**src/rtl/adpll_lock_ctrl.sv**
```systemverilog
// Acquisition/lock sequencer for the ring-oscillator ADPLL: reset hold, coarse bias search, lock/unlock.
// Optional watchdog on ACQUIRE/TRACK enabled by defining ADPLL_LOCK_TIMEOUT_EN.
module adpll_lock_ctrl #(
  parameter int RO_WIDTH     = 5,
  parameter int PDET_WIDTH   = 8,
  parameter int BIAS_INIT    = 16,
  parameter int RST_CYCLES   = 16,
  parameter int WIN          = 8,
  parameter int COARSE_TOL   = 32,
  parameter int LOCK_TOL     = 2,
  parameter int LOCK_COUNT   = 16,
  parameter int UNLOCK_TOL   = 8,
  parameter int UNLOCK_COUNT = 4
`ifdef ADPLL_LOCK_TIMEOUT_EN
  , parameter int TIMEOUT_CYCLES = 2**20
`endif
) (
  input  logic                  fpga_clk_i,
  input  logic                  reset_n_i,
  input  logic                  enable_i,
  input  logic [PDET_WIDTH-1:0] error_i,
  input  logic                  error_valid_i,
  output logic                  pll_reset_o,
  output logic [RO_WIDTH-1:0]   bias_o,
  output logic                  locked_o,
  output logic                  lock_lost_o,
  output logic                  fail_o,
  output logic [2:0]            state_o
);

  typedef enum logic [2:0] {
    S_IDLE    = 3'd0,
    S_PLL_RST = 3'd1,
    S_ACQUIRE = 3'd2,
    S_TRACK   = 3'd3,
    S_LOCKED  = 3'd4,
    S_FAIL    = 3'd5
  } state_t;

  localparam int EW   = PDET_WIDTH + 1;
  localparam int CM0  = (RST_CYCLES > WIN) ? RST_CYCLES : WIN;
  localparam int CM1  = (LOCK_COUNT > UNLOCK_COUNT) ? LOCK_COUNT : UNLOCK_COUNT;
  localparam int CMAX = (CM0 > CM1) ? CM0 : CM1;
  localparam int CW   = $clog2(CMAX + 1);

  localparam logic [CW-1:0]        L_RST_LAST = CW'(RST_CYCLES - 1);
  localparam logic [CW-1:0]        L_WIN      = CW'(WIN);
  localparam logic [CW-1:0]        L_LOCK_CNT = CW'(LOCK_COUNT);
  localparam logic [CW-1:0]        L_UNL_CNT  = CW'(UNLOCK_COUNT);
  localparam logic signed [EW-1:0] L_CPOS     = EW'(COARSE_TOL);
  localparam logic signed [EW-1:0] L_CNEG     = EW'(-COARSE_TOL);
  localparam logic [EW-1:0]        L_LOCK_TOL = EW'(LOCK_TOL);
  localparam logic [EW-1:0]        L_UNL_TOL  = EW'(UNLOCK_TOL);
  localparam logic [RO_WIDTH-1:0]  L_BIAS0    = RO_WIDTH'(BIAS_INIT);
  localparam logic [RO_WIDTH-1:0]  L_BIAS_MAX = {RO_WIDTH{1'b1}};

  state_t               r_state;
  logic                 r_pll_reset;
  logic [RO_WIDTH-1:0]  r_bias;
  logic                 r_locked;
  logic                 r_lock_lost;
  logic                 r_fail;
  logic [CW-1:0]        r_cnt;
  logic [CW-1:0]        r_pos;
  logic [CW-1:0]        r_neg;

  // Sign-extend one bit so the most negative sample has a representable magnitude.
  logic signed [EW-1:0] w_err;
  logic [EW-1:0]        w_abs;
  logic                 w_pos, w_neg, w_good, w_bad;
  logic [CW-1:0]        w_cnt_inc, w_pos_inc, w_neg_inc;

  assign w_err     = {error_i[PDET_WIDTH-1], error_i};
  assign w_abs     = w_err[EW-1] ? (-w_err) : w_err;
  assign w_pos     = w_err > L_CPOS;
  assign w_neg     = w_err < L_CNEG;
  assign w_good    = w_abs <= L_LOCK_TOL;
  assign w_bad     = w_abs > L_UNL_TOL;
  assign w_cnt_inc = (&r_cnt) ? r_cnt : r_cnt + 1'b1;
  assign w_pos_inc = (w_pos && !(&r_pos)) ? r_pos + 1'b1 : r_pos;
  assign w_neg_inc = (w_neg && !(&r_neg)) ? r_neg + 1'b1 : r_neg;

`ifdef ADPLL_LOCK_TIMEOUT_EN
  localparam logic [23:0] L_TO_LAST = 24'(TIMEOUT_CYCLES - 1);
  logic [23:0] r_wdog;
`endif

  always_ff @(posedge fpga_clk_i or negedge reset_n_i) begin
    if (!reset_n_i) begin
      r_state     <= S_IDLE;
      r_pll_reset <= 1'b1;
      r_bias      <= L_BIAS0;
      r_locked    <= 1'b0;
      r_lock_lost <= 1'b0;
      r_fail      <= 1'b0;
      r_cnt       <= '0;
      r_pos       <= '0;
      r_neg       <= '0;
`ifdef ADPLL_LOCK_TIMEOUT_EN
      r_wdog      <= '0;
`endif
    end else begin
      r_lock_lost <= 1'b0;
      if (!enable_i) begin
        r_state     <= S_IDLE;
        r_pll_reset <= 1'b1;
        r_bias      <= L_BIAS0;
        r_locked    <= 1'b0;
        r_fail      <= 1'b0;
        r_cnt       <= '0;
        r_pos       <= '0;
        r_neg       <= '0;
      end else begin
        case (r_state)
          S_IDLE: begin
            r_state     <= S_PLL_RST;
            r_pll_reset <= 1'b1;
            r_cnt       <= '0;
          end
          S_PLL_RST: begin
            if (r_cnt == L_RST_LAST) begin
              r_state     <= S_ACQUIRE;
              r_pll_reset <= 1'b0;
              r_cnt       <= '0;
              r_pos       <= '0;
              r_neg       <= '0;
            end else begin
              r_cnt <= w_cnt_inc;
            end
          end
          S_ACQUIRE: begin
            if (error_valid_i) begin
              if (w_cnt_inc == L_WIN) begin
                r_cnt <= '0;
                r_pos <= '0;
                r_neg <= '0;
                if (w_pos_inc == L_WIN || w_neg_inc == L_WIN) begin
                  r_pll_reset <= 1'b1;
                  // A step past either end of the code range means the ring cannot reach the target.
                  if ((w_pos_inc == L_WIN && r_bias == '0) ||
                      (w_neg_inc == L_WIN && r_bias == L_BIAS_MAX)) begin
                    r_state <= S_FAIL;
                    r_fail  <= 1'b1;
                  end else begin
                    r_state <= S_PLL_RST;
                    r_bias  <= (w_pos_inc == L_WIN) ? r_bias - 1'b1 : r_bias + 1'b1;
                  end
                end else begin
                  r_state <= S_TRACK;
                end
              end else begin
                r_cnt <= w_cnt_inc;
                r_pos <= w_pos_inc;
                r_neg <= w_neg_inc;
              end
            end
          end
          S_TRACK: begin
            if (error_valid_i) begin
              if (!w_good) begin
                r_cnt <= '0;
              end else if (w_cnt_inc == L_LOCK_CNT) begin
                r_state  <= S_LOCKED;
                r_locked <= 1'b1;
                r_cnt    <= '0;
              end else begin
                r_cnt <= w_cnt_inc;
              end
            end
          end
          S_LOCKED: begin
            if (error_valid_i) begin
              if (!w_bad) begin
                r_cnt <= '0;
              end else if (w_cnt_inc == L_UNL_CNT) begin
                r_state     <= S_ACQUIRE;
                r_locked    <= 1'b0;
                r_lock_lost <= 1'b1;
                r_cnt       <= '0;
                r_pos       <= '0;
                r_neg       <= '0;
              end else begin
                r_cnt <= w_cnt_inc;
              end
            end
          end
          S_FAIL: begin
            r_fail      <= 1'b1;
            r_pll_reset <= 1'b1;
          end
          default: begin
            r_state     <= S_IDLE;
            r_pll_reset <= 1'b1;
          end
        endcase
`ifdef ADPLL_LOCK_TIMEOUT_EN
        if ((r_state == S_ACQUIRE || r_state == S_TRACK) && r_wdog == L_TO_LAST) begin
          r_state     <= S_FAIL;
          r_fail      <= 1'b1;
          r_pll_reset <= 1'b1;
          r_cnt       <= '0;
          r_pos       <= '0;
          r_neg       <= '0;
        end
`endif
      end
`ifdef ADPLL_LOCK_TIMEOUT_EN
      if (enable_i && (r_state == S_ACQUIRE || r_state == S_TRACK))
        r_wdog <= (r_wdog == L_TO_LAST) ? r_wdog : r_wdog + 1'b1;
      else
        r_wdog <= '0;
`endif
    end
  end

  assign pll_reset_o = r_pll_reset;
  assign bias_o      = r_bias;
  assign locked_o    = r_locked;
  assign lock_lost_o = r_lock_lost;
  assign fail_o      = r_fail;
  assign state_o     = r_state;

endmodule

```
**config.mk**
```make
export PLATFORM = sky130hd
export DESIGN_NAME = adpll_lock_ctrl
export DESIGN_NICKNAME = d
export VERILOG_FILES = /design/src/rtl/adpll_lock_ctrl.sv
export SDC_FILE = /design/constraint.sdc
export NUM_CORES = 1
export LEC_CHECK = 0
export BUFFER_PORTS_ARGS = -buffer_cell sky130_fd_sc_hd__clkbuf_2
export CAP_MARGIN = 15
export CORE_UTILIZATION = 35
export CTS_CLUSTER_SIZE = 12
export DETAILED_ROUTE_END_ITERATION = 12
export SYNTH_ARGS = -nofsm -noshare
export SYNTH_HDL_FRONTEND = slang
export SYNTH_SLANG_ARGS = --single-unit
```
**constraint.sdc**
```tcl
create_clock -name fpga_clk_i -period 7.5 [get_ports fpga_clk_i]
set_input_delay 0.75 -clock fpga_clk_i [delete_from_list [all_inputs] [get_ports fpga_clk_i]]
set_output_delay 0.75 -clock fpga_clk_i [all_outputs]
set_load 0.005 [all_outputs]
```
======== Word-level counts from Yosys, hierarchy flattened ========
Cells that the tools add are included.
storage, ports and cells
  memory bits (read-only) ................. 0
  bits in latches ......................... 0
  memories ................................ 0
  bits in writable memories ............... 0
  flip-flop bits (word level) ............. 27
  output and inout bits ................... 12
  logic and storage cells ................. 146
  bits of input ports ..................... 12
operators by class
  reductions and logical operators ........ 21
  $mul .................................... 0
  bitwise logic cells ..................... 0
  shift-type cells ........................ 0
  magnitude comparators ................... 4
  div/mod/pow operators ................... 0
  add/subtract/negate cells ............... 6
  equal/unequal tests ..................... 34
  muxes and demuxes ....................... 72
operators with widths
  cell                                                                              count
  5-bit two-way mux                                                                 30
  3-bit two-way mux                                                                 12
  3-bit != test, second input constant                                              11
  5-bit case mux with 3 select lines                                                2
  5-bit AND reduction                                                               6
  5-bit case mux with 5 select lines                                                1
  1-bit two-way mux                                                                 22
  5-bit by 1-bit adder with 5-bit output, second input constant                     4
  5-bit by 4-bit equality test with 1-bit output, second input constant             4
  3-bit case mux with 6 select lines                                                1
  5-bit equality test, second input constant                                        2
  10-bit AND reduction                                                              1
  9-bit by 4-bit > comparator with 1-bit output, second input constant              1
  9-bit by 2-bit less-or-equal comparator with 1-bit output, second input constant  1
  9-bit two-way mux                                                                 1
  8-bit negator with 9-bit output                                                   1
  8-bit by 7-bit > comparator with 1-bit output, second input constant              1
  8-bit by 6-bit less-than comparator with 1-bit output, second input constant      1
  2-bit by 1-bit != test with 1-bit output, second input constant                   4
  7-bit AND reduction                                                               1
  3-bit by 2-bit equality test with 1-bit output, second input constant             2
  3-bit equality test, second input constant                                        2
  2-bit != test, second input constant                                              3
  3-bit by 1-bit != test with 1-bit output, second input constant                   2
  15 further kinds                                                                  21

======== Longest topological paths before layout ========
  depth after elaboration ................. 13
  gate-level depth with buffers ........... 13

======== Worst setup path before layout ========
No wires, ideal clock.
  path kind ............................... in2reg
  from .................................... input error_i[0]
  to ...................................... register r_bias[4], in the netlist bias_o[4]
  path slack .............................. 3.952 ns
  arrival ................................. 3.484 ns
  buffers on the path ..................... 0
  stages on the path ...................... 12
  data required time ...................... 7.436 ns
  path through ............................ inv_1 > ha_1 > nor3b_2 > a2111oi_4 > mux2i_2 > xor2_1 > ha_1 > or3_1 > a21oi_1 > a21oi_1 > or3_1 > nand3_1
between the ends
  cells in the longest elaborated chain, start to end .. 11
  elaborated cells on any way between the ends .. 22
ends and longest elaborated chain
  element                                         line           text
  start, declared                                 21             input logic [PDET_WIDTH-1:0] error_i,
  8-bit by 7-bit > comparator with 1-bit output   75             assign w_pos = w_err > L_CPOS;
  1-bit logical AND                               80             assign w_pos_inc = (w_pos && !(&r_pos)) ? r_pos + 1'b1 : r_pos;
  5-bit two-way mux                               80
  5-bit by 4-bit equality test with 1-bit output  137, 140, 146
  5-bit two-way mux                               146            r_bias <= (w_pos_inc == L_WIN) ? r_bias - 1'b1 : r_bias + 1'b1;
  5-bit two-way mux                               140            if ((w_pos_inc == L_WIN && r_bias == '0) ||
  5-bit two-way mux                               137            if (w_pos_inc == L_WIN || w_neg_inc == L_WIN) begin
  5-bit two-way mux                               133            if (w_cnt_inc == L_WIN) begin
  5-bit two-way mux                               132            if (error_valid_i) begin
  5-bit two-way mux                               114            case (r_state)
  5-bit two-way mux                               104            if (!enable_i) begin
  end signal, assigned                            146
  end, declared                                   59             logic [RO_WIDTH-1:0] r_bias;
Several ways; a longest one is shown, not always the timed one. The select of a mux whose other input is x is not followed.
A chain may end at the register's enable or synchronous reset.

======== Worst setup path after layout ========
Ends and elaborated chain as after synthesis.

==> flow_summary.yaml <==
critical_path:
  worst_path_arrival_time_ns: 3.97
  worstPathMaxFanout: 10
  cp-end-kind: "flip-flop"
  timing_worst_setup_path_type: "input pin to flip-flop"
  timing.rr.end: "bias_o[4]"
  setup.worst_path.start_class: "input pin"
  timing.critical_path.required_ns: 7.72
  r2r_setup_slk_ns: 3.78
  worst-r2r-cell-count: 12
  r2r_start: "r_pos[0]"
  crit_path_start: "error_i[0]"
sta:
  worstMarginPinSlew_ns: 0.773
  timing.fmax_mhz: 267
  worst_slew_margin_relative_to_its_limit: 0.480
  rsz0062_at_grt: "false"
  final.period_utilization: 0.499
  finalCriticalPeriod_ns: 3.74
  finalHoldViolations: 0
  report.final.slew_viol_count: 0
  final.setup.tns_ns: 0
  finalSetupViolations: 0
  hold_slack_ns: 0.500
  skew_ns: 0.0132
synthesis:
  synth_enable_flop_cells: 0
  synth_seq_cells: 27
  muxShareOfSynthArea: 0.0367
  synth_adder_area_share: 0.0431
  synthXorXnorAreaFrac: 0.0227
  synthesis.area_mm2: 0.00232
  mappedNetlistNets: 309
  synth_warnings: 0
  syn-mean-instance-area_um2: 8.03
  yosysSeqAreaShare: 0.292
  synthFlopType: "sky130_fd_sc_hd__dfrtp_1"
  ffs_w_async_s_r_synth: 1.00
  syn-instance-count: 289
  simple_gate_share_of_the_synthesized_area: 0.291
  dominant_combinational_cell_family_by_area_after_synthesis: "simple AND/OR/NAND/NOR gates"
  synth_compound_area_frac: 0.274
  netlist-cell-type-count: 62
final_layout:
  register_area_um2: 678
  fillers: 674
  fin_util: 0.396
  final_layout_size_suffix_gt1_frac: 0.125
  multi_input_comb_area_mm2: 0.00155
  antenna_fix_cells: 0
  design_area_mm2: 0.00253
  area_growth_pct: 8.95
  design.final.nets: 324
pwr:
  irDropWorstVdd_uv: 86.0
  cellInternalPower_mw: 0.206
  p_sw_mw: 0.0874
  combinationalPowerShare: 0.170
  sequentialPowerShare: 0.536
  power_leakage_nw: 1.12
  clkPwrFrac: 0.295
  pwr_density_cell_mw_per_mm2: 116
  swShare: 0.298
global_routing:
  grt_first_pass_wirelength_um: 9670
  grt.overflow.total: 0
  number_of_antenna_violations_at_the_first_check_in_global_routing: 0
  grt_util_all_layers: 0.164
  maximum_number_of_pins_on_one_net_before_global_route_repair: 28
  number_of_global_route_vias_before_repair: 2026
drt:
  drt_first_iter_violations: 189
  totalWireLength_um: 5570
  drc: 0
  total_via_count_after_detailed_routing: 2212
  antenna_left: 0
  post_drt_wl_per_cell_um: 14.7
  firstDrtPassIters: 4
  viasPerCell: 5.82
clock_network:
  post_cts.resized_instances: 0
  number_of_clock_sinks: 27
  post-cts-setup-buffer-count: 0
  root_buffer: "sky130_fd_sc_hd__clkbuf_8"
  numCtsBuffers: 3
  maximum_level_of_the_cts_h_tree: 1
  tritoncts_clock_tree: "done"
  max-clock-path-buffers: 2
  clock_latency_on_the_worst_skew_pair_ns: 0.27
  cts.hold.buffers_added: 0
  path_clk_slew_ns: 0.11
floorplanning:
  start_util: 0.363
  die_ar_mm2: 0.00696
  boundaryPins: 24
  die_width_um: 83.4
  die_height_um: 83.4
  core.rowCount: 29
  core_mm2: 0.00639
run:
  maxCapViolCount: 0
placed_design:
  buffer_ports.inserted: 23
  dp.final_hpwl_um: 4150
  placedInstanceArea_mm2: 0.00248
  routabilityCongestion: 0.917
hold_path:
  worstHoldPathType: "input pin to asynchronous set/reset pin"
outcome:
  status: "finished, final reports clean"
## flip-flops by register name (all words and copies together), names as in the netlist
| signal | flops |
|---|---|
| bias_o | 5 |
| r_cnt | 5 |
| r_neg | 5 |
| r_pos | 5 |
| state_o | 3 |
| fail_o | 1 |
| lock_lost_o | 1 |
| locked_o | 1 |
| pll_reset_o | 1 |
## cell usage after synthesis (4+ instances only)
library cell,n,area (um2)
sky130_fd_sc_hd__ha_1,8,100
sky130_fd_sc_hd__dfrtp_1,25,626
sky130_fd_sc_hd__nand4_1,5,31.3
sky130_fd_sc_hd__nor2_1,30,113
sky130_fd_sc_hd__a21oi_1,20,100
sky130_fd_sc_hd__o21ai_0,21,105
sky130_fd_sc_hd__nor2b_1,6,37.5
sky130_fd_sc_hd__o31ai_1,5,37.5
sky130_fd_sc_hd__nand2b_1,8,50.1
sky130_fd_sc_hd__inv_1,12,45.0
sky130_fd_sc_hd__xor2_1,4,35.0
sky130_fd_sc_hd__and4b_1,4,40.0
sky130_fd_sc_hd__and3_1,4,25.0
sky130_fd_sc_hd__clkbuf_1,13,48.8
sky130_fd_sc_hd__nor4_1,4,25.0
sky130_fd_sc_hd__nand2_1,19,71.3
sky130_fd_sc_hd__a31oi_1,4,25.0
sky130_fd_sc_hd__o21ai_1,7,35.0
sky130_fd_sc_hd__mux2i_1,6,60.1
sky130_fd_sc_hd__or3_1,5,31.3
sky130_fd_sc_hd__nor3b_1,6,45.0
sky130_fd_sc_hd__nand3_1,6,30.0
sky130_fd_sc_hd__nor3_1,10,50.1
sky130_fd_sc_hd__a22o_1,4,35.0
## power groups by stage
stage | Clock [mW] | Sequential [mW] | Combinational [mW]
6_report | 0.0864 | 0.157 | 0.0498
5_1_grt | 0.0933 | 0.158 | 0.0578
4_1_cts | 0.0898 | 0.157 | 0.0502
3_5_place_dp | 0 | 0.160 | 0.0499
3_3_place_gp | 0 | 0.160 | 0.0491
2_1_floorplan | 0 | 0.153 | 0.0404
## per-stage QoR
step	worst slack (ns)	total power, mW	instances
final	3.76	0.293	380
after detailed placement	3.47	0.210	376
after CTS	3.75	0.297	380
after global routing	3.49	0.310	380
after floorplan	3.95	0.193	289
after global placement	3.55	0.209	376
## critical path, cell delays in order
cell	delay, ns
sky130_fd_sc_hd__clkbuf_2	0.14
sky130_fd_sc_hd__inv_1	0.05
sky130_fd_sc_hd__ha_1	0.24
sky130_fd_sc_hd__nor3b_2	0.20
sky130_fd_sc_hd__a2111oi_4	0.60
sky130_fd_sc_hd__mux2i_2	0.64
sky130_fd_sc_hd__xor2_1	0.14
sky130_fd_sc_hd__ha_1	0.25
sky130_fd_sc_hd__or3_1	0.31
sky130_fd_sc_hd__a21oi_1	0.15
sky130_fd_sc_hd__a21oi_1	0.08
sky130_fd_sc_hd__or3_1	0.34
sky130_fd_sc_hd__nand3_1	0.09
## per-layer routing
| metal | GRT usage | wire [um] | up-vias |
|---|---|---|---|
| met1 | 0.237 | 2800 | 1058 |
| li1 | - | - | 1106 |
| met4 | 0.0324 | 44 | 0 |
| met2 | 0.270 | 2530 | 44 |
| met3 | 0.0139 | 195 | 4 |
| met5 | 0 | 0 | - |
## placed cells by master (no fill, tap or decap), drive strengths merged, types with 8 or more instances in the layout
cell type	count
a21oi	20
nor3	10
inv	12
nor2	30
o21ai	28
clkbuf	27
dfrtp	25
ha	8
nand2b	8
nand2	19
## layout make-up
cell class                      instances  area share
Clock buffer                            4      0.0178
Inverter                               12      0.0178
Multi-Input combinational cell        237       0.612
Sequential cell                        27       0.268
Tap cell                               77      0.0381
Timing Repair Buffer                   23      0.0455
## worst max path at each step
stage / to / slack, ns / depth (start not counted)
floorplan: bias_o[4] / 3.95 / 12
global placement: bias_o[4] / 3.55 / 13
detailed placement: bias_o[4] / 3.47 / 13
CTS: bias_o[4] / 3.75 / 13
global route: bias_o[4] / 3.49 / 12
finish: bias_o[4] / 3.76 / 13
## logic make-up (layout without fill, tap and decap cells)
logic type,Yosys count,in the layout
buf+inv,25,39
flops,27,27
xor+xnor,6,6
simple gates,122,122
fa+ha+maj,8,8
compound gates,93,93
mux,8,8
No activity file was read; power rests on OpenSTA's default activity.
